==> src/rtl/i2c_bus_conditioner_pkg.sv <==
// Purpose: shared constants, bus-state encoding and width helpers for the i2c bus conditioner.
// Latency: n/a (declarations only).
// Backpressure: n/a.
//
// Contents:
//   I2C_SYNC_STAGES    default synchroniser depth per line
//   I2C_FILTER_LEN     default glitch-filter length in clk cycles
//   I2C_TIMEOUT_CYCLES default SCL-low timeout, used only when I2C_BUS_TIMEOUT_EN is defined
//   bus_state_t        idle/busy encoding of the bus-occupancy FSM
package i2c_pkg;

    localparam int I2C_SYNC_STAGES    = 2;
    localparam int I2C_FILTER_LEN     = 3;
    localparam int I2C_TIMEOUT_CYCLES = 50000;

    typedef enum logic {
        BUS_IDLE = 1'b0,
        BUS_BUSY = 1'b1
    } bus_state_t;

    // Filter counter only has to reach FILTER_LEN-1; keep at least one bit
    // so that FILTER_LEN == 1 still yields a legal vector.
    function automatic int filt_cnt_width(input int filter_len);
        return (filter_len > 1) ? $clog2(filter_len) : 1;
    endfunction

    // Timeout counter must be able to hold TIMEOUT_CYCLES itself, because
    // it parks on that value until SCL goes high again.
    function automatic int tmo_cnt_width(input int timeout_cycles);
        return $clog2(timeout_cycles + 1);
    endfunction

endpackage

==> src/rtl/i2c_bus_conditioner_if.sv <==
// Purpose: bundles the raw pad inputs and the conditioned outputs of the i2c bus conditioner.
// Latency: n/a (wiring only).
// Backpressure: none; every signal is a level or a single-cycle strobe.
//
// Signals:
//   scl_i, sda_i          raw asynchronous pad levels
//   scl_f, sda_f          filtered levels
//   scl_rise, scl_fall    one-cycle strobes on filtered SCL edges
//   start_det, stop_det   one-cycle strobes on START / STOP
//   bus_busy              high between START and STOP
//   timeout               one-cycle strobe on SCL-low timeout (0 when the feature is absent)
// Modports: master = pad/consumer side, slave = the conditioner itself.
interface i2c_bus_conditioner_if;

    logic scl_i;
    logic sda_i;
    logic scl_f;
    logic sda_f;
    logic scl_rise;
    logic scl_fall;
    logic start_det;
    logic stop_det;
    logic bus_busy;
    logic timeout;

    modport master (
        output scl_i,
        output sda_i,
        input  scl_f,
        input  sda_f,
        input  scl_rise,
        input  scl_fall,
        input  start_det,
        input  stop_det,
        input  bus_busy,
        input  timeout
    );

    modport slave (
        input  scl_i,
        input  sda_i,
        output scl_f,
        output sda_f,
        output scl_rise,
        output scl_fall,
        output start_det,
        output stop_det,
        output bus_busy,
        output timeout
    );

endinterface

==> src/rtl/i2c_line_filter.sv <==
// Purpose: synchroniser chain plus glitch filter for one open-drain i2c line.
// Latency: a stable pin change reaches line_f exactly SYNC_STAGES+FILTER_LEN cycles later.
// Backpressure: none; samples the pin every clk.
//
// Ports:
//   clk, reset  clock and synchronous active-high reset (line resets to 1 = idle)
//   line_i      raw asynchronous pad level
//   line_f      filtered level
//   flip        combinational: line_f takes the opposite value at the next clk edge
module i2c_line_filter
    import i2c_pkg::*;
#(
    parameter int SYNC_STAGES = I2C_SYNC_STAGES,
    parameter int FILTER_LEN  = I2C_FILTER_LEN
) (
    input  logic clk,
    input  logic reset,
    input  logic line_i,
    output logic line_f,
    output logic flip
);

    localparam int CNT_W = filt_cnt_width(FILTER_LEN);
    localparam logic [CNT_W-1:0] CNT_LAST = CNT_W'(FILTER_LEN - 1);

    logic [SYNC_STAGES-1:0] sync_q;
    logic                   synced;
    logic [CNT_W-1:0]       cnt_q;
    logic [CNT_W-1:0]       cnt_d;
    logic                   line_q;
    logic                   line_d;

    // Bit 0 takes the pad, the top bit is the metastability-settled sample.
    always_ff @(posedge clk) begin
        if (reset) begin
            sync_q <= '1;
        end else begin
            sync_q <= {sync_q[SYNC_STAGES-2:0], line_i};
        end
    end

    assign synced = sync_q[SYNC_STAGES-1];

    // The counter measures how long synced has disagreed with the output.
    // Any agreement restarts it, so a run shorter than FILTER_LEN samples
    // is discarded entirely.
    always_comb begin
        cnt_d  = cnt_q;
        line_d = line_q;
        flip   = 1'b0;
        if (synced == line_q) begin
            cnt_d = '0;
        end else if (cnt_q == CNT_LAST) begin
            flip   = 1'b1;
            line_d = synced;
            cnt_d  = '0;
        end else begin
            cnt_d = cnt_q + 1'b1;
        end
    end

    always_ff @(posedge clk) begin
        if (reset) begin
            cnt_q  <= '0;
            line_q <= 1'b1;
        end else begin
            cnt_q  <= cnt_d;
            line_q <= line_d;
        end
    end

    assign line_f = line_q;

endmodule

==> src/rtl/i2c_bus_conditioner.sv <==
// Purpose: i2c pad front end: clean SCL/SDA, SCL edge strobes, START/STOP strobes, bus-busy, optional SCL-low timeout.
// Latency: pins to scl_f/sda_f SYNC_STAGES+FILTER_LEN cycles; strobes coincide with the filtered change; bus_busy one cycle later.
// Backpressure: none; outputs are levels and single-cycle strobes that the consumer must sample every cycle.
//
// Ports:
//   clk    system clock
//   reset  synchronous, active-high; returns the block to an idle bus with no strobes
//   bus    i2c_bus_conditioner_if.slave (scl_i/sda_i in; filtered levels, strobes, bus_busy, timeout out)
// Optional feature: define I2C_BUS_TIMEOUT_EN to build the SCL-low timeout counter;
// without it timeout is tied 0 and bus_busy follows START/STOP/reset only.
module i2c_bus_conditioner
    import i2c_pkg::*;
#(
    parameter int SYNC_STAGES    = I2C_SYNC_STAGES,
    parameter int FILTER_LEN     = I2C_FILTER_LEN,
    parameter int TIMEOUT_CYCLES = I2C_TIMEOUT_CYCLES
) (
    input  logic                  clk,
    input  logic                  reset,
    i2c_bus_conditioner_if.slave  bus
);

    if (SYNC_STAGES < 2) begin : g_bad_sync
        $error("i2c_bus_conditioner: SYNC_STAGES must be at least 2");
    end
    if (FILTER_LEN < 1) begin : g_bad_filt
        $error("i2c_bus_conditioner: FILTER_LEN must be at least 1");
    end
    if (TIMEOUT_CYCLES < 1) begin : g_bad_tmo
        $error("i2c_bus_conditioner: TIMEOUT_CYCLES must be at least 1");
    end

    logic scl_lvl;
    logic sda_lvl;
    logic scl_flip;
    logic sda_flip;

    logic scl_rise_q;
    logic scl_fall_q;
    logic start_q;
    logic stop_q;
    logic tmo_q;

    bus_state_t state_q;
    bus_state_t state_d;

    i2c_line_filter #(
        .SYNC_STAGES (SYNC_STAGES),
        .FILTER_LEN  (FILTER_LEN)
    ) u_scl_filter (
        .clk    (clk),
        .reset  (reset),
        .line_i (bus.scl_i),
        .line_f (scl_lvl),
        .flip   (scl_flip)
    );

    i2c_line_filter #(
        .SYNC_STAGES (SYNC_STAGES),
        .FILTER_LEN  (FILTER_LEN)
    ) u_sda_filter (
        .clk    (clk),
        .reset  (reset),
        .line_i (bus.sda_i),
        .line_f (sda_lvl),
        .flip   (sda_flip)
    );

    // Strobes are registered from the filters' flip indication, so they are
    // high in exactly the cycle the filtered level first shows its new value.
    // START/STOP need SCL high both before and after the SDA change: scl_lvl
    // covers "before", !scl_flip guarantees "after". A simultaneous SCL/SDA
    // change therefore produces SCL edge strobes only.
    always_ff @(posedge clk) begin
        if (reset) begin
            scl_rise_q <= 1'b0;
            scl_fall_q <= 1'b0;
            start_q    <= 1'b0;
            stop_q     <= 1'b0;
        end else begin
            scl_rise_q <= scl_flip & ~scl_lvl;
            scl_fall_q <= scl_flip &  scl_lvl;
            start_q    <= sda_flip &  sda_lvl & scl_lvl & ~scl_flip;
            stop_q     <= sda_flip & ~sda_lvl & scl_lvl & ~scl_flip;
        end
    end

`ifdef I2C_BUS_TIMEOUT_EN
    localparam int TMO_W = tmo_cnt_width(TIMEOUT_CYCLES);
    localparam logic [TMO_W-1:0] TMO_MAX  = TMO_W'(TIMEOUT_CYCLES);
    localparam logic [TMO_W-1:0] TMO_LAST = TMO_W'(TIMEOUT_CYCLES - 1);

    logic [TMO_W-1:0] tmo_cnt_q;

    // Counts busy cycles with SCL low. Once it reaches TIMEOUT_CYCLES it
    // parks there (even though the bus drops to idle) so the strobe cannot
    // re-fire; only a filtered SCL high re-arms it.
    always_ff @(posedge clk) begin
        if (reset) begin
            tmo_cnt_q <= '0;
            tmo_q     <= 1'b0;
        end else begin
            tmo_q <= 1'b0;
            if (scl_lvl) begin
                tmo_cnt_q <= '0;
            end else if (tmo_cnt_q == TMO_MAX) begin
                tmo_cnt_q <= tmo_cnt_q;
            end else if (state_q != BUS_BUSY) begin
                tmo_cnt_q <= '0;
            end else begin
                tmo_cnt_q <= tmo_cnt_q + 1'b1;
                if (tmo_cnt_q == TMO_LAST) begin
                    tmo_q <= 1'b1;
                end
            end
        end
    end
`else
    assign tmo_q = 1'b0;
`endif

    // Bus occupancy. A repeated START while busy keeps BUSY; a STOP while
    // idle keeps IDLE. Both transitions land the cycle after the strobe.
    always_comb begin
        state_d = state_q;
        case (state_q)
            BUS_IDLE: begin
                if (start_q) begin
                    state_d = BUS_BUSY;
                end
            end
            BUS_BUSY: begin
                if (stop_q || tmo_q) begin
                    state_d = BUS_IDLE;
                end
            end
            default: state_d = BUS_IDLE;
        endcase
    end

    always_ff @(posedge clk) begin
        if (reset) begin
            state_q <= BUS_IDLE;
        end else begin
            state_q <= state_d;
        end
    end

    assign bus.scl_f     = scl_lvl;
    assign bus.sda_f     = sda_lvl;
    assign bus.scl_rise  = scl_rise_q;
    assign bus.scl_fall  = scl_fall_q;
    assign bus.start_det = start_q;
    assign bus.stop_det  = stop_q;
    assign bus.bus_busy  = (state_q == BUS_BUSY);
    assign bus.timeout   = tmo_q;

endmodule
==> src/flat_wrapper.sv <==
// flat-port wrapper written by rule: the top's interface ports become plain ports
module i2c_bus_conditioner_flat import i2c_pkg::*;
#(
    parameter int SYNC_STAGES    = I2C_SYNC_STAGES,
    parameter int FILTER_LEN     = I2C_FILTER_LEN,
    parameter int TIMEOUT_CYCLES = I2C_TIMEOUT_CYCLES
)
  (clk, reset, bus_scl_i, bus_sda_i, bus_scl_f, bus_sda_f, bus_scl_rise, bus_scl_fall, bus_start_det, bus_stop_det, bus_bus_busy, bus_timeout);
  i2c_bus_conditioner_if bus_i ();
  input  logic clk;
  input  logic reset;
  input wire logic [$bits(bus_i.scl_i)-1:0] bus_scl_i;
  input wire logic [$bits(bus_i.sda_i)-1:0] bus_sda_i;
  output wire logic [$bits(bus_i.scl_f)-1:0] bus_scl_f;
  output wire logic [$bits(bus_i.sda_f)-1:0] bus_sda_f;
  output wire logic [$bits(bus_i.scl_rise)-1:0] bus_scl_rise;
  output wire logic [$bits(bus_i.scl_fall)-1:0] bus_scl_fall;
  output wire logic [$bits(bus_i.start_det)-1:0] bus_start_det;
  output wire logic [$bits(bus_i.stop_det)-1:0] bus_stop_det;
  output wire logic [$bits(bus_i.bus_busy)-1:0] bus_bus_busy;
  output wire logic [$bits(bus_i.timeout)-1:0] bus_timeout;
  assign bus_i.scl_i = bus_scl_i;
  assign bus_i.sda_i = bus_sda_i;
  assign bus_scl_f = bus_i.scl_f;
  assign bus_sda_f = bus_i.sda_f;
  assign bus_scl_rise = bus_i.scl_rise;
  assign bus_scl_fall = bus_i.scl_fall;
  assign bus_start_det = bus_i.start_det;
  assign bus_stop_det = bus_i.stop_det;
  assign bus_bus_busy = bus_i.bus_busy;
  assign bus_timeout = bus_i.timeout;
  i2c_bus_conditioner #(.SYNC_STAGES(SYNC_STAGES), .FILTER_LEN(FILTER_LEN), .TIMEOUT_CYCLES(TIMEOUT_CYCLES)) u_core (.clk(clk), .reset(reset), .bus(bus_i));
endmodule
==> config.mk <==
export PLATFORM = sky130hd
export DESIGN_NAME = i2c_bus_conditioner_flat
export DESIGN_NICKNAME = d
export VERILOG_FILES = /design/src/rtl/i2c_bus_conditioner_pkg.sv /design/src/rtl/i2c_bus_conditioner_if.sv /design/src/rtl/i2c_line_filter.sv /design/src/rtl/i2c_bus_conditioner.sv /design/src/flat_wrapper.sv
export SDC_FILE = /design/constraint.sdc
export NUM_CORES = 1
export LEC_CHECK = 0
export BUFFER_PORTS_ARGS = -buffer_cell sky130_fd_sc_hd__buf_2
export CORE_ASPECT_RATIO = 1.1
export CORE_MARGIN = 2
export CORE_UTILIZATION = 30
export CTS_BUF_LIST = sky130_fd_sc_hd__clkbuf_4 sky130_fd_sc_hd__clkbuf_8
export CTS_CLUSTER_DIAMETER = 150
export DETAILED_ROUTE_END_ITERATION = 6
export GPL_TIMING_DRIVEN = 0
export HOLD_SLACK_MARGIN = 0.03
export PLACE_DENSITY_LB_ADDON = 0.05
export SKIP_LAST_GASP = 1
export SYNTH_ARGS = -nofsm -noshare
export SYNTH_HDL_FRONTEND = slang
export SYNTH_HIERARCHICAL = 1
export SYNTH_SLANG_ARGS = --single-unit
==> constraint.sdc <==
create_clock -name clk -period 2.5 [get_ports clk]
set_input_delay 0.375 -clock clk [delete_from_list [all_inputs] [get_ports clk]]
set_output_delay 0.375 -clock clk [all_outputs]
set_load 0.02 [all_outputs]
## Word-level counts from Yosys, hierarchy flattened

Index checks and enable logic that the tools add are counted.
W data, S select, Z words.

- Logic and storage cells: 42
- Bits of input ports: 4
- Register bits: 15
- Output and inout bits: 8

- Reductions and logical operators: 4
- Eq/ne operators: 4
- Multiplexer cells: 7
- Add/sub/neg operators: 2
- Bitwise operators: 14

Operators by type and width:

| cell | count |
|---|---|
| $and A1 B1 Y1 | 8 |
| $mux W1 | 6 |
| $not A1 Y1 | 6 |
| $reduce_or A3 Y1 | 2 |
| $add A2 B1 Y2 const B | 2 |
| $eq A2 B2 Y1 const B | 2 |
| $reduce_and A2 Y1 | 2 |
| $eq A1 B1 Y1 | 2 |
| $pmux W1 S2 | 1 |

## Depth between registers and ports, before layout

- Depth in word-level cells: 6
- Depth in mapped cells: 5
- Depth with buffers taken out: 5

## By module

The synthesis kept the hierarchy.

By module, submodules not included:

| module | area an instance (um^2) | sequential area each (um^2) | cells each | instances |
|---|---|---|---|---|
| i2c_line_filter | 172.7 | 100.1 | 15 | 2 |
| i2c_bus_conditioner | 182.7 | 100.1 | 15 | 1 |

## Least setup slack after synthesis

No wires, ideal clock.

- Kind: reg2reg
- Start point: reg u_core.u_scl_filter.line_q, in the netlist u_core/u_scl_filter/line_f
- End point: reg u_core.scl_rise_q, in the netlist u_core/bus.scl_rise
- Arrival time: 1080 ps
- Slack: 1339 ps
- Library setup time: 80 ps
- Period minus slack after synthesis: 1161 ps
- Stages on the path, launching flop included: 4
- Path buffers: 0
- Required time: 2420 ps
- Cells stage by stage: dfxtp_1 xnor2_1 nor2b_1 nor3b_1

- Word-level cells in the longest chain between the ends: 3
- Elaborated cells between the ends (all ways): 4
- Classes of those cells: eq/ne: 1; mux: 1; bitwise: 2

Ends and longest elaborated chain:

| what | RTL line | source |
|---|---|---|
| start, declared | i2c_line_filter.sv:30 | `logic line_q;` |
| start signal, assigned | i2c_line_filter.sv:68 | `line_q <= line_d;` |
| $eq A1 B1 Y1 | i2c_line_filter.sv:51 | `if (synced == line_q) begin` |
| $mux W1 | i2c_line_filter.sv:51 |  |
| via u_core.scl_flip | i2c_bus_conditioner.sv:35 | `logic scl_flip;` |
| $and A1 B1 Y1 | i2c_bus_conditioner.sv:81 | `scl_rise_q <= scl_flip & ~scl_lvl;` |
| end signal, assigned | i2c_bus_conditioner.sv:81 |  |
| end, declared | i2c_bus_conditioner.sv:38 | `logic scl_rise_q;` |

The timed path passes the listed nets, and every way through them passes these cells.
A chain may end at the register's enable or synchronous reset.

## Worst setup path after layout

- Start point: reg u_core.u_scl_filter.line_q, in the netlist u_core/u_scl_filter/line_f
- End point: out bus_scl_f

RTL lines:

| what | RTL line | source |
|---|---|---|
| end, declared | flat_wrapper.sv:14 | `output wire logic [$bits(bus_i.scl_f)-1:0] bus_scl_f;` |

No word-level cell between the ends.

==> run_results.csv <==
group,metric,value,unit
status,status,"complete, no violations",
setup_path,crit_path_end_kind,"primary output",
flow_run,drv_cap,0,
setup_path,critical-path-top-delay-family,"flip-flops",
timing,hold_viol_final,0,
setup_path,arrival,0.95,ns
power_and_ir_drop,leakagePower,0.257,nW
detailed_routing,ant_nets,0,
layout,synthToLayoutAreaGrowth,19.2,%
synth,synthesis.nets,51,
setup_path,rr_worst_depth,5,
place,gp_congestion,0.626,
setup_path,reg2reg_to,"u_core/bus.start_det",
synth,yosys_warnings,6,
clock_network,clkSinkCount,15,
global_routing,antenna_found_initial,0,
setup_path,critical_path.endpoint,"bus_scl_f",
setup_path,critical_path.cell_chain,"buf_2",
die,die_h,48,µm
detailed_routing,vias,350,
synth,netlist_instances,45,
clock_network,cts_buffers,3,
die,die_area,2110,µm²
setup_path,required,2.12,ns
global_routing,grt_usage,8.95,%
synth,postSynthAreaPerCell,11.7,µm²
synth,synthDistinctLibCells,17,
die,die_w,44,µm
timing,min_period,1.32,ns
layout,nets,66,
clock_network,cts_setup_buffers,0,
setup_path,cp_num_cells,1,
detailed_routing,first_pass_iters,2,
setup_path,crit_path_start_kind,"register",
hold_path,hp-start,"bus_scl_i",
die,ios,12,
power_and_ir_drop,power_density,635,nW/µm²
detailed_routing,dr.first_iter.drc_count,6,
die,core-area,1610,µm²
timing,fin_crit_sh,52.8,%
detailed_routing,post-route-drc-count,0,
clock_network,clk_pin_slew_worst_paths,0.08,ns
place,io_buffers,10,
clock_network,clock_latency,0.27,ns
timing,hold_ws,0.278,ns
clock_network,htreeDepth,1,
detailed_routing,routed_wl,750,µm
clock_network,cts_hold_buf,0,
setup_path,rrSetupSlack,1.32,ns
clock_network,ctsResizeCount,0,
layout,n_antenna_cell,0,
die,start_util,32.7,%
clock_network,clock_path_buffers,2,
setup_path,cp-startpoint,"u_core/u_scl_filter/line_f",
detailed_routing,wl_per_cell,9.87,µm
layout,final_common_cell,"dfxtp_1",
power_and_ir_drop,vdd_ir_drop_max,0.268,mV
clock_network,cts_tree,"built",
global_routing,grt_overflow,0,
layout,final_cell_mix,"dfxtp_1, buf_2",
hold_path,hp-class,"in -> reg",
timing,setup_tns,0,ns
global_routing,grt_max_degree,15,
timing,setup_viol,0,
setup_path,path_buf_inv,1,
global_routing,grt_pass1_vias,328,
setup_path,cp_slowest_stage_delay,0.46,ns
timing,slew_viol_final,0,
die,rows,15,
setup_path,crit_type,"reg -> out",
global_routing,grt_pass1_wl,1340,µm
setup_path,crit_fanout,6,
timing,fmax,0.757,GHz
synth,yosysSeqAreaShare,56.9,%
synth,netlist_area,528,µm²
setup_path,slowest_stage,"dfxtp_1",
detailed_routing,viasPerCell,4.61,
synth,synth_seq_cells,15,
setup_path,timing.rr.start,"u_core/u_sda_filter/cnt_q[0]",
layout,layout-drive-gt1-share,39.0,%
timing,rsz0062_at_grt,"no",
timing,skew,0.00387,ns
clock_network,clockRootBuffer,"clkbuf_4",
Yosys cell counts:
cell type / number / area [µm²]
nor3_1: 1 / 5.00
ha_1: 2 / 25.0
buf_4: 1 / 7.51
and3b_1: 1 / 8.76
nor2b_1: 4 / 25.0
nor3b_2: 1 / 12.5
xnor2_1: 2 / 17.5
a211o_2: 2 / 20.0
nor3b_1: 1 / 7.51
conb_1: 1 / 3.75
nor4_1: 4 / 25.0
nand3b_4: 1 / 20.0
or2_2: 4 / 25.0
a21oi_1: 1 / 5.00
inv_1: 2 / 7.51
nand2b_1: 2 / 12.5
dfxtp_1: 15 / 300
flip-flops by register name, indices dropped and copies added, names as in the netlist, 2 cells and up:
name	flops
u_core/u_sda_filter/sync_q	2
u_core/u_scl_filter/sync_q	2
u_core/u_scl_filter/cnt_q	2
u_core/u_sda_filter/cnt_q	2
how the worst min path moves through the flow:
| stage | depth (start not counted) | slack, ns | endpoint |
|---|---|---|---|
| floorplan | 1 | 0.39 | u_core/u_scl_filter/sync_q[1] |
| global placement | 1 | 0.39 | u_core/u_scl_filter/sync_q[1] |
| detailed placement | 1 | 0.39 | u_core/u_scl_filter/sync_q[1] |
| CTS | 2 | 0.27 | u_core/u_scl_filter/sync_q[0] |
| global route | 2 | 0.27 | u_core/u_sda_filter/sync_q[0] |
| finish | 2 | 0.28 | u_core/u_scl_filter/sync_q[0] |
area by class of cell:
cell class                      count  area [µm²]
Tap cell                           17        21.3
Buffer                              1        7.51
Sequential cell                    15         300
Inverter                            2        7.51
Fill cell                         163         985
Multi-Input combinational cell     27         213
Timing Repair Buffer               10        50.0
Clock buffer                        4        30.0
logic make-up (layout without fill, tap and decap cells):
| kind of cell | count (synthesis) | count (layout) | share of synthesized area (%) |
|---|---|---|---|
| flops | 15 | 15 | 56.9 |
| simple gates | 19 | 19 | 26.8 |
| xor+xnor | 2 | 2 | 3.32 |
| other cells | 1 | 1 | 0.710 |
| compound gates | 3 | 3 | 4.74 |
| buf+inv | 3 | 17 | 2.84 |
| fa+ha+maj | 2 | 2 | 4.74 |
where the power goes:
part,leakage [nW],switching (mW),total [mW],internal [mW]
logic,0.116,0.00765,0.0151,0.00749
clock network,0.0184,0.0670,0.140,0.0726
registers,0.122,0.00205,0.245,0.243
total,0.257,0.0767,0.400,0.323
per-stage QoR:
stage / power, mW / utilization [%] / setup WS [ns] / instance area [µm²] / cells
after CTS: 0.409 / 39.0 / 1.15 / 629 / 76
after detailed placement: 0.266 / 37.1 / 1.34 / 599 / 72
final: 0.400 / 39.0 / 1.18 / 629 / 76
after global routing: 0.426 / 39.0 / 1.11 / 629 / 76
after floorplan: 0.260 / - / 1.34 / 528 / 45
after global placement: 0.265 / 37.1 / 1.37 / 599 / 72
routing by layer:
metal | up-vias | track usage [%] | wire length [µm]
li1 | 180 | - | -
met1 | 158 | 10.9 | 334
met2 | 10 | 13.5 | 355
met3 | 2 | 2.26 | 56
met4 | 0 | 7.27 | 4
met5 | - | 0 | 0
Note: power is estimated with default switching activity, not from simulation.
